--- src/rtl/sram_master_if.sv ---
// sram_if_t: single-port SRAM access bundle.
// Ports:
//   wen   - write enable; a cycle with wen=0 is a read of addr.
//   addr  - word address.
//   wdata - write data.
//   rdata - read data, updated one clock after a cycle with wen=0.
interface sram_if_t #(
   parameter int unsigned AW = 10,
   parameter int unsigned DW = 32
);
   logic          wen;
   logic [AW-1:0] addr;
   logic [DW-1:0] wdata;
   logic [DW-1:0] rdata;

   modport master (output wen, output addr, output wdata, input rdata);
   modport slave  (input wen, input addr, input wdata, output rdata);
endinterface

--- src/rtl/sram_master.sv ---
// sram_master: turns a valid/ready request/response channel into single-port
// SRAM accesses. Byte-strobed partial writes become read-modify-write because
// the SRAM has no byte enables. One request is outstanding at a time.
// Ports:
//   clk, rst           - clock, asynchronous active-high reset.
//   req_vld/req_rdy    - request handshake; req_rdy is high only in IDLE.
//   req_wr             - 1 = write, 0 = read.
//   req_addr           - word address.
//   req_wdata/wstrb    - write data and byte strobes (ignored for reads).
//   rsp_vld/rsp_rdy    - response handshake.
//   rsp_wr             - response is a write acknowledge.
//   rsp_rdata          - read data, 0 for writes.
//   sram_rw            - SRAM master port.
module sram_master #(
   parameter int unsigned AW = 10,
   parameter int unsigned DW = 32
) (
   input  logic             clk,
   input  logic             rst,
   input  logic             req_vld,
   output logic             req_rdy,
   input  logic             req_wr,
   input  logic [AW-1:0]    req_addr,
   input  logic [DW-1:0]    req_wdata,
   input  logic [DW/8-1:0]  req_wstrb,
   output logic             rsp_vld,
   input  logic             rsp_rdy,
   output logic             rsp_wr,
   output logic [DW-1:0]    rsp_rdata,
   sram_if_t.master         sram_rw
);

   localparam int unsigned SW = DW / 8;

   typedef enum logic [2:0] {
      IDLE,
      RD,
      RD_DATA,
      WR,
      RMW_RD,
      RMW_WR,
      RSP
   } state_e;

   state_e          state_q, state_d;
   logic [AW-1:0]   addr_q, addr_d;
   logic [DW-1:0]   wdata_q, wdata_d;
   logic [DW-1:0]   cap_wdata_q, cap_wdata_d;
   logic [SW-1:0]   cap_wstrb_q, cap_wstrb_d;
   logic            rsp_wr_q, rsp_wr_d;
   logic [DW-1:0]   rsp_rdata_q, rsp_rdata_d;
   logic            req_rdy_q;
   logic            rsp_vld_q;
   logic [DW-1:0]   merged_c;

   // Byte merge of the captured write data over the word just read back.
   always_comb begin
      merged_c = sram_rw.rdata;
      for (int i = 0; i < int'(SW); i++) begin
         if (cap_wstrb_q[i]) begin
            merged_c[8*i +: 8] = cap_wdata_q[8*i +: 8];
         end
      end
   end

   // State and datapath registers.
   always_ff @(posedge clk or posedge rst) begin
      if (rst) begin
         state_q     <= IDLE;
         addr_q      <= '0;
         wdata_q     <= '0;
         cap_wdata_q <= '0;
         cap_wstrb_q <= '0;
         rsp_wr_q    <= 1'b0;
         rsp_rdata_q <= '0;
         req_rdy_q   <= 1'b1;
         rsp_vld_q   <= 1'b0;
      end else begin
         state_q     <= state_d;
         addr_q      <= addr_d;
         wdata_q     <= wdata_d;
         cap_wdata_q <= cap_wdata_d;
         cap_wstrb_q <= cap_wstrb_d;
         rsp_wr_q    <= rsp_wr_d;
         rsp_rdata_q <= rsp_rdata_d;
         req_rdy_q   <= (state_d == IDLE);
         rsp_vld_q   <= (state_d == RSP);
      end
   end

   // Next-state and datapath update.
   always_comb begin
      state_d     = state_q;
      addr_d      = addr_q;
      wdata_d     = wdata_q;
      cap_wdata_d = cap_wdata_q;
      cap_wstrb_d = cap_wstrb_q;
      rsp_wr_d    = rsp_wr_q;
      rsp_rdata_d = rsp_rdata_q;

      case (state_q)
         IDLE: begin
            if (req_vld) begin
               if (!req_wr) begin
                  state_d = RD;
                  addr_d  = req_addr;
               end else if (&req_wstrb) begin
                  state_d = WR;
                  addr_d  = req_addr;
                  wdata_d = req_wdata;
               end else if (|req_wstrb) begin
                  state_d     = RMW_RD;
                  addr_d      = req_addr;
                  cap_wdata_d = req_wdata;
                  cap_wstrb_d = req_wstrb;
               end else begin
                  // Nothing to write: acknowledge without touching the SRAM.
                  state_d     = RSP;
                  rsp_wr_d    = 1'b1;
                  rsp_rdata_d = '0;
               end
            end
         end
         RD: begin
            state_d = RD_DATA;
         end
         RD_DATA: begin
            state_d     = RSP;
            rsp_wr_d    = 1'b0;
            rsp_rdata_d = sram_rw.rdata;
         end
         WR: begin
            state_d     = RSP;
            rsp_wr_d    = 1'b1;
            rsp_rdata_d = '0;
         end
         RMW_RD: begin
            state_d = RMW_WR;
         end
         RMW_WR: begin
            // Keep the merged word so wdata holds its last value afterwards.
            state_d     = RSP;
            wdata_d     = merged_c;
            rsp_wr_d    = 1'b1;
            rsp_rdata_d = '0;
         end
         RSP: begin
            if (rsp_rdy) begin
               state_d = IDLE;
            end
         end
         default: begin
            state_d = IDLE;
         end
      endcase
   end

   // wen is a state decode so an asynchronous reset kills a write at once.
   assign sram_rw.wen   = (state_q == WR) || (state_q == RMW_WR);
   assign sram_rw.addr  = addr_q;
   assign sram_rw.wdata = (state_q == RMW_WR) ? merged_c : wdata_q;

   assign req_rdy   = req_rdy_q;
   assign rsp_vld   = rsp_vld_q;
   assign rsp_wr    = rsp_wr_q;
   assign rsp_rdata = rsp_rdata_q;

endmodule

--- src/flat_wrapper.sv ---
// flat-port wrapper written by rule: the top's interface ports become plain ports
module sram_master_flat 
#(
   parameter int unsigned AW = 10,
   parameter int unsigned DW = 32
)
  (clk, rst, req_vld, req_rdy, req_wr, req_addr, req_wdata, req_wstrb, rsp_vld, rsp_rdy, rsp_wr, rsp_rdata, sram_rw_wen, sram_rw_addr, sram_rw_wdata, sram_rw_rdata);
  sram_if_t #(.AW(AW), .DW(DW)) sram_rw_i ();
  input  logic clk;
  input  logic rst;
  input  logic req_vld;
  output logic req_rdy;
  input  logic req_wr;
  input  logic [AW-1:0] req_addr;
  input  logic [DW-1:0] req_wdata;
  input  logic [DW/8-1:0] req_wstrb;
  output logic rsp_vld;
  input  logic rsp_rdy;
  output logic rsp_wr;
  output logic [DW-1:0] rsp_rdata;
  output wire logic [$bits(sram_rw_i.wen)-1:0] sram_rw_wen;
  output wire logic [$bits(sram_rw_i.addr)-1:0] sram_rw_addr;
  output wire logic [$bits(sram_rw_i.wdata)-1:0] sram_rw_wdata;
  input wire logic [$bits(sram_rw_i.rdata)-1:0] sram_rw_rdata;
  assign sram_rw_wen = sram_rw_i.wen;
  assign sram_rw_addr = sram_rw_i.addr;
  assign sram_rw_wdata = sram_rw_i.wdata;
  assign sram_rw_i.rdata = sram_rw_rdata;
  sram_master #(.AW(AW), .DW(DW)) u_core (.clk(clk), .rst(rst), .req_vld(req_vld), .req_rdy(req_rdy), .req_wr(req_wr), .req_addr(req_addr), .req_wdata(req_wdata), .req_wstrb(req_wstrb), .rsp_vld(rsp_vld), .rsp_rdy(rsp_rdy), .rsp_wr(rsp_wr), .rsp_rdata(rsp_rdata), .sram_rw(sram_rw_i));
endmodule
--- config.mk ---
export PLATFORM = sky130hd
export DESIGN_NAME = sram_master_flat
export DESIGN_NICKNAME = d
export VERILOG_FILES = /design/src/rtl/sram_master_if.sv /design/src/rtl/sram_master.sv /design/src/flat_wrapper.sv
export SDC_FILE = /design/constraint.sdc
export NUM_CORES = 1
export LEC_CHECK = 0
export ABC_CLOCK_PERIOD_IN_PS = 4500
export CAP_MARGIN = 30
export CORE_ASPECT_RATIO = 1.5
export CORE_MARGIN = 2
export CORE_UTILIZATION = 40
export CTS_BUF_LIST = sky130_fd_sc_hd__clkbuf_8
export CTS_CLUSTER_SIZE = 8
export DETAILED_ROUTE_END_ITERATION = 12
export PLACE_DENSITY = 0.69
export SYNTH_ARGS = -nofsm -noshare
export SYNTH_HDL_FRONTEND = slang
export SYNTH_SLANG_ARGS = --single-unit
--- constraint.sdc ---
create_clock -name clk -period 4.5 [get_ports clk]
set_input_delay 0.9 -clock clk [delete_from_list [all_inputs] [get_ports clk]]
set_output_delay 0.9 -clock clk [all_outputs]
set_load 0.02 [all_outputs]
==> summary.md, run 1 <==
### Run status
* **run status** finished clean

### Setup path
* **WS Path Type** flop to output port
* **cells traversed along the worst timing path** and3b_2, buf_12, nand2_1, o21a_1, clkdlybuf4s50_1
* **master of the slowest instance on the critical path** sky130_fd_sc_hd__dfrtp_1
* **Max stage delay on crit path** 0.69 ns
* **Critical Path Stages** 5
* **endpoint of the lowest-slack register-to-register path** u_core.wdata_q[3]$_DFFE_PP0P_
* **Critical Path AT** 2.61 ns
* **type of element capturing the critical path** output port
* **element type at the critical path start** flop
* **length in cells of the worst reg-to-reg path** 5
* **flop-to-flop setup slack** 2.29 ns
* **required time reported for the critical path endpoint** 3.60 ns
* **RR Startpoint** u_core.state_q[0]$_DFF_PP0_
* **Top delay family on crit path** buffers and inverters
* **total buffers and inverters traversed by the critical path** 2
* **maximum fanout encountered on the critical timing path** 96

### Synthesis
* **sequential-to-total area share from yosys stat** 0.532
* **count of different cell masters after synthesis** 36
* **Post-Synthesis Cell Area** 0.00546 mm²
* **number of warnings reported in the yosys synthesis log** 0
* **number of synthesized register bits** 116
* **post-synthesis area per instance** 12.1 µm²
* **total nets after synthesis** 536
* **Mapped Cells** 453

### Final layout
* **fraction of final layout cells with drive strength greater than 1** 0.143
* **layout filler cell count** 1154
* **design area** 0.00764 mm²
* **nets@finish** 691
* **Finished Layout Cells** 784
* **area used by multi-input combinational logic** 0.00226 mm²
* **footprint of the flip-flops and latches** 0.00290 mm²
* **area added between synthesis and finish** 40.0%

### Timing
* **largest clock skew in the final design** 0.00594 ns
* **final setup violation count** 0
* **unrepaired setup endpoints after global routing** false
* **final count of pins violating max slew** 0
* **number of endpoints with negative hold slack in the final report** 0
* **tightest slew margin relative to the limit** 0.448
* **final critical path time including I/O delays and setup** 3.51 ns
* **final critical-path share of the clock period** 0.780
* **highest attainable clock frequency** 285 MHz
* **slew at the pin with the worst max-slew slack** 0.828 ns
* **Hold Worst Slack** 0.501 ns
* **total negative slack** 0 ns

### Clock network
* **buffer levels on the longest clock path** 2
* **buffer cell driving the clock tree root** sky130_fd_sc_hd__clkbuf_8
* **setup fix buffers added after clock tree synthesis** 0
* **clock tree from TritonCTS** yes
* **clock transition time at the flip-flop clock pins of the worst setup and hold paths** 0.07 ns
* **clock insertion delay at the later pin of the skew report** 0.42 ns
* **number of resized instances in the post-cts repair step** 0
* **CTS H-tree lvls** 4
* **total CTS buffers** 17
* **# clock sinks** 116
* **hold bufs inserted after CTS** 0

### Global routing
* **Total Routing Usage GR** 0.206
* **global-route wire length before repair** 23300 µm
* **antenna violations before repair** 1
* **number of global-route vias before repair** 4502
* **maximum number of pins on one net before global-route repair** 97
* **leftover overflow at the end of global routing** 0

### Drt
* **DRC violations left** 0
* **Via Count** 4142
* **1st-pass router iterations** 4
* **DR WL/cell** 18.3 µm
* **post-detailed-routing wire length** 14300 µm
* **DRC marker count from the first detailed-route iteration** 126
* **Via-to-Cell Ratio** 5.28
* **DRT antenna net count** 0

### Placed design
* **dpl cell area** 0.00719 mm²
* **count of input and output buffers** 160
* **placed wire-length estimate after detailed placement** 10100 µm
* **placed cells** 751
* **global placement routability congestion** 0.768

### Floorplan
* **floorplan die width** 99.4 µm
* **number of standard-cell rows in the floorplan** 52
* **ports placed on the boundary** 161
* **starting density of the core** 0.407
* **die area** 0.0146 mm²
* **chip height** 147 µm
* **core area** 0.0134 mm²

### Worst hold path
* **Hold Path Stages** 1
* **end of the worst hold path** u_core.cap_wdata_q[17]$_DFFE_PP0P_
* **path category of the worst min-delay check** flop to flop
* **Hold Path Origin** u_core.cap_wdata_q[17]$_DFFE_PP0P_

### Power
* **peak supply drop** 359 µV
* **post-layout power** 5.96 mW
* **power per cell area** 780 mW/mm²
* **leakage power summed over all cells** 3.32 nW

### Job
* **Max Cap Violations** 0

power by group:
group / switching (mW) / internal, mW
Combinational: 1.42 / 1.50
Clock: 0.411 / 0.672
Sequential: 0.400 / 1.56
per-layer routing:
| metal | part of all wire | routed length [µm] | track usage | vias to the layer above |
|---|---|---|---|---|
| li1 | - | - | - | 1911 |
| met1 | 0.39 | 5570 | 0.232 | 2100 |
| met2 | 0.55 | 7840 | 0.374 | 110 |
| met3 | 0.041 | 585 | 0.0409 | 21 |
| met4 | 0.022 | 310 | 0.0849 | 0 |
| met5 | 0 | 0 | 0 | - |
cell usage after synthesis:
cell type	n	area, µm²
sky130_fd_sc_hd__o311ai_1	1	8.76
sky130_fd_sc_hd__nor3b_2	1	12.5
sky130_fd_sc_hd__nand2_1	37	139
sky130_fd_sc_hd__mux2_2	39	439
sky130_fd_sc_hd__nor2_1	2	7.51
sky130_fd_sc_hd__buf_1	3	11.3
sky130_fd_sc_hd__a21oi_4	1	16.3
sky130_fd_sc_hd__nor4_4	2	42.5
sky130_fd_sc_hd__nand4b_1	1	8.76
sky130_fd_sc_hd__a2111oi_4	1	27.5
sky130_fd_sc_hd__o211ai_1	1	7.51
sky130_fd_sc_hd__and2_2	1	7.51
sky130_fd_sc_hd__a21oi_1	3	15.0
sky130_fd_sc_hd__clkbuf_1	16	60.1
sky130_fd_sc_hd__nand3b_4	1	20.0
sky130_fd_sc_hd__and3b_2	1	10.0
sky130_fd_sc_hd__nand2b_1	1	6.26
sky130_fd_sc_hd__xor2_1	1	8.76
sky130_fd_sc_hd__nand4_1	1	6.26
sky130_fd_sc_hd__and2_1	2	12.5
sky130_fd_sc_hd__buf_6	7	78.8
sky130_fd_sc_hd__nor3_1	1	5.00
sky130_fd_sc_hd__buf_4	1	7.51
sky130_fd_sc_hd__or3_1	1	6.26
sky130_fd_sc_hd__and4_1	1	8.76
sky130_fd_sc_hd__inv_1	34	128
sky130_fd_sc_hd__dfstp_2	1	26.3
sky130_fd_sc_hd__nand2b_4	1	13.8
sky130_fd_sc_hd__o21ai_0	34	170
sky130_fd_sc_hd__or2b_1	1	7.51
sky130_fd_sc_hd__o21a_1	32	240
sky130_fd_sc_hd__a22o_1	35	307
sky130_fd_sc_hd__mux2i_1	64	641
sky130_fd_sc_hd__mux2_1	5	56.3
sky130_fd_sc_hd__dfrtp_1	115	2880
sky130_fd_sc_hd__buf_2	4	20.0
placed cells by master, fill, tap and decap left out, types with 22 or more instances in the layout:
cell type                         Yosys  layout
sky130_fd_sc_hd__inv_1               34      34
sky130_fd_sc_hd__clkbuf_8             0      22
sky130_fd_sc_hd__o21a_1              32      32
sky130_fd_sc_hd__clkdlybuf4s50_1      0     160
sky130_fd_sc_hd__o21ai_0             34      34
sky130_fd_sc_hd__dfrtp_1            115     115
sky130_fd_sc_hd__nand2_1             37      37
sky130_fd_sc_hd__mux2_2              39      39
sky130_fd_sc_hd__a22o_1              35      35
sky130_fd_sc_hd__mux2i_1             64      64
final cells by class:
type / instances / share of cell area
diodes: 1 / 0.000327
clock buffers: 22 / 0.0396
clock inverters: 10 / 0.0198
inverters: 34 / 0.0170
multi-input cells: 272 / 0.296
flip-flops and latches: 116 / 0.380
well taps: 162 / 0.0265
repair buffers: 167 / 0.221
sequential cells by signal, indices dropped and copies added (netlist names):
signal               flops
u_core.cap_wdata_q      32
u_core.cap_wstrb_q       4
u_core.req_rdy           1
u_core.rsp_rdata        32
u_core.rsp_vld           1
u_core.rsp_wr            1
u_core.sram_rw.addr     10
u_core.state_q           3
u_core.wdata_q          32
how the worst max path moves through the flow:
| stage | from | to | slack, ns |
|---|---|---|---|
| 2_1_floorplan | rst | u_core.cap_wdata_q[0]$_DFFE_PP0P_ | 0.53 |
| 3_3_place_gp | req_wstrb[3] | u_core.cap_wdata_q[3]$_DFFE_PP0P_ | 1.18 |
| 3_5_place_dp | sram_rw_rdata[22] | sram_rw_wdata[22] | 1.23 |
| 4_1_cts | u_core.state_q[2]$_DFF_PP0_ | sram_rw_wdata[31] | 0.97 |
| 5_1_grt | u_core.state_q[2]$_DFF_PP0_ | sram_rw_wdata[12] | 0.84 |
| 6_report | u_core.state_q[2]$_DFF_PP0_ | sram_rw_wdata[4] | 0.99 |
through the flow:
stage                      util  setup slack, ns
after floorplan               -            0.529
after global placement    0.535             1.18
after detailed placement  0.536             1.23
after CTS                 0.570            0.975
after global routing      0.570            0.844
final                     0.570            0.990
kinds of logic after synthesis:
group / Yosys count / synth area share
simple gates: 55 / 0.0575
compound gates: 108 / 0.145
flops: 116 / 0.532
xor+xnor: 1 / 0.00160
mux: 108 / 0.208
buf+inv: 65 / 0.0559
No activity file was read; power rests on OpenSTA's default activity.
==> run 2, diff against run 1 <==
--- a/config.mk
+++ b/config.mk
@@ -5,7 +5,7 @@
 export SDC_FILE = /design/constraint.sdc
 export NUM_CORES = 1
 export LEC_CHECK = 0
-export ABC_CLOCK_PERIOD_IN_PS = 4500
+export ABC_CLOCK_PERIOD_IN_PS = 3100
 export CAP_MARGIN = 30
 export CORE_ASPECT_RATIO = 1.5
 export CORE_MARGIN = 2
@@ -13,7 +13,7 @@
 export CTS_BUF_LIST = sky130_fd_sc_hd__clkbuf_8
 export CTS_CLUSTER_SIZE = 8
 export DETAILED_ROUTE_END_ITERATION = 12
-export PLACE_DENSITY = 0.69
+export PLACE_DENSITY = 0.72
 export SYNTH_ARGS = -nofsm -noshare
 export SYNTH_HDL_FRONTEND = slang
 export SYNTH_SLANG_ARGS = --single-unit
==> constraint.sdc (replaced) <==
create_clock -name clk -period 3.1 [get_ports clk]
set_input_delay 0.62 -clock clk [delete_from_list [all_inputs] [get_ports clk]]
set_output_delay 0.62 -clock clk [all_outputs]
set_load 0.02 [all_outputs]
==> run 2 against run 1 <==
Global-route usage shrank 0.58 points; combinational power grew 48%; die area is the same; total power grew 43%; non-clock buffer count grew 7.
==> summary.md, run 2 (synthesis results as in run 1) <==
### Final layout
* **commonest non-fill, non-tap cells in the layout** 160 x sky130_fd_sc_hd__clkdlybuf4s50_1, 114 x sky130_fd_sc_hd__dfrtp_1, 64 x sky130_fd_sc_hd__mux2i_1
* **final cell utilization of the core** 0.571, about the same
* **layout filler cell count** 1134, -1.7%
* **most common cell after layout, fill and taps aside** sky130_fd_sc_hd__clkdlybuf4s50_1
* **area used by multi-input combinational logic** 0.00226 mm², unchanged
* **nets@finish** 698, +1.0%
* **footprint of the flip-flops and latches** 0.00291 mm², about the same
* **area added between synthesis and finish** 40.1%, about the same
* **number of antenna repair diodes** 0, -1
* **fraction of final layout cells with drive strength greater than 1** 0.150, +0.00636

### Floorplan
* **die area** 0.0146 mm², unchanged
* **chip height** 147 µm, unchanged
* **starting density of the core** 0.407, unchanged
* **ports placed on the boundary** 161, unchanged
* **floorplan die width** 99.4 µm, unchanged
* **core area** 0.0134 mm², unchanged
* **number of standard-cell rows in the floorplan** 52, unchanged

### Drt
* **DR WL/cell** 17.8 µm, -2.2%
* **Routed met3 length** 623 µm, +6.5%
* **post-detailed-routing wire length** 14100 µm, -1.5%
* **1st-pass router iterations** 4, unchanged
* **DRT antenna net count** 0, unchanged
* **DRC violations left** 0, unchanged
* **Via-to-Cell Ratio** 5.29, about the same
* **Via Count** 4176, +0.82%
* **met2 wire length** 7520 µm, -4.1%
* **top routing layer in use** met4
* **DRC marker count from the first detailed-route iteration** 139, +10%
* **Post-Route M1 WL** 5680 µm, +2.0%

### Placed design
* **placed wire-length estimate after detailed placement** 9990 µm, -0.93%
* **count of input and output buffers** 160, unchanged
* **worst slack, placed** 0.394 ns, -0.837 ns
* **global placement routability congestion** 0.786, +2.3%

### Timing
* **worst setup margin** 0.228 ns, -0.762 ns
* **slew at the pin with the worst max-slew slack** 0.764 ns, -0.0639 ns
* **number of endpoints with negative hold slack in the final report** 0, unchanged
* **final setup violation count** 0, unchanged
* **final count of pins violating max slew** 0, unchanged
* **Hold Worst Slack** 0.501 ns, -0.000342 ns
* **total negative slack** 0 ns, unchanged
* **final critical-path share of the clock period** 0.927
* **unrepaired setup endpoints after global routing** false
* **final critical path time including I/O delays and setup** 2.87 ns
* **largest clock skew in the final design** 0.0126 ns, +0.00670 ns
* **highest attainable clock frequency** 348 MHz
* **tightest slew margin relative to the limit** 0.490, +0.0427

### Power
* **post-layout power** 8.54 mW, +43%
* **peak supply drop** 519 µV, +45%
* **power per cell area** 1120 mW/mm², +43%
* **leakage power summed over all cells** 3.32 nW, +0.15%

### Clock network
* **number of resized instances in the post-cts repair step** 0, unchanged
* **buffer cell driving the clock tree root** sky130_fd_sc_hd__clkbuf_8
* **clock transition time at the flip-flop clock pins of the worst setup and hold paths** 0.07 ns, about the same
* **CTS H-tree lvls** 4, unchanged
* **clock insertion delay at the later pin of the skew report** 0.41 ns, about the same
* **clock tree from TritonCTS** yes
* **buffer levels on the longest clock path** 2, unchanged
* **# clock sinks** 116, unchanged
* **total CTS buffers** 17, unchanged
* **setup fix buffers added after clock tree synthesis** 0, unchanged
* **hold bufs inserted after CTS** 0, unchanged

### Setup path
* **Critical Path AT** 2.25 ns, -0.36 ns
* **WS Path Type** flop to output port
* **type of element capturing the critical path** output port
* **cells traversed along the worst timing path** and3b_2, buf_4, o21a_1, clkdlybuf4s50_1
* **Max stage delay on crit path** 0.61 ns, -0.08 ns
* **master of the slowest instance on the critical path** sky130_fd_sc_hd__clkdlybuf4s50_1
* **maximum fanout encountered on the critical timing path** 33, -66%
* **flop-to-flop setup slack** 1.20 ns, -1.09 ns
* **element type at the critical path start** flop
* **required time reported for the critical path endpoint** 2.48 ns, -1.12 ns

### Global routing
* **number of global-route vias before repair** 4610, +2.4%
* **global-route wire length before repair** 23100 µm, -0.95%
* **leftover overflow at the end of global routing** 0, unchanged
* **maximum number of pins on one net before global-route repair** 64, -34%
* **Total Routing Usage GR** 0.200, -0.00583
* **antenna violations before repair** 0, -1

### Run status
* **run status** finished clean

### Job
* **Max Cap Violations** 0, unchanged

### Worst hold path
* **path category of the worst min-delay check** flop to flop

==> run 2: cell count changes in the layout (fill, tap and decap cells not counted), sizes merged <==
cell	change
bufinv	-1
buf	+7
clkinvlp	+3
diode	-1
inv	+2
clkbuf	-3
clkinv	-1
==> run 2: worst max-delay path, delay by kind of cell (launching register included) <==
| kind | cells | cell delay (ns) |
|---|---|---|
| simple gates | 1 | 0.26 |
| buf+inv | 2 | 0.92 |
| flops | 1 | 0.48 |
| compound gates | 1 | 0.18 |
==> run 2: where the power goes <==
| group | leakage (nW) | total, mW | internal (mW) | switching, mW |
|---|---|---|---|---|
| Combinational | 1.68 | 4.32 | 2.21 | 2.11 |
| Sequential | 1.43 | 2.80 | 2.27 | 0.530 |
| Clock | 0.212 | 1.42 | 0.822 | 0.600 |
| Total | 3.32 | 8.54 | 5.30 | 3.24 |
==> run 2: worst paths after layout <==
path	from	end	depth (start not counted)
min in group asynchronous	rst	u_core.rsp_rdata[2]$_DFFE_PP0P_	2
max	u_core.state_q[0]$_DFF_PP0_	sram_rw_wdata[18]	4
max reg2reg	u_core.state_q[2]$_DFF_PP0_	u_core.rsp_rdata[0]$_DFFE_PP0P_	4
min	u_core.rsp_rdata[30]$_DFFE_PP0P_	u_core.rsp_rdata[30]$_DFFE_PP0P_	1
min reg2reg	u_core.rsp_rdata[30]$_DFFE_PP0P_	u_core.rsp_rdata[30]$_DFFE_PP0P_	1
max in group asynchronous	rst	u_core.cap_wdata_q[17]$_DFFE_PP0P_	3
==> run 2: per-stage QoR <==
stage / area [µm²] / instances
6_report: 7650 / 790
4_1_cts: 7650 / 790
5_1_grt: 7650 / 790
2_1_floorplan: 5460 / 453
3_5_place_dp: 7240 / 758
3_3_place_gp: 7240 / 758
==> run 2: layout make-up <==
cell class                 instances  share of cell area
tap                              162              0.0265
inverter                          34              0.0172
sequential                       116               0.380
timing repair buffer             174               0.228
multi-input combinational        272               0.295
clock buffer                      19              0.0342
clock inverter                    13              0.0187
==> run 2: layer usage <==
metal	up-vias	GRT usage
met4	0	0.0712
met3	18	0.0461
met1	2101	0.225
met2	131	0.364
met5	-	0
li1	1926	-
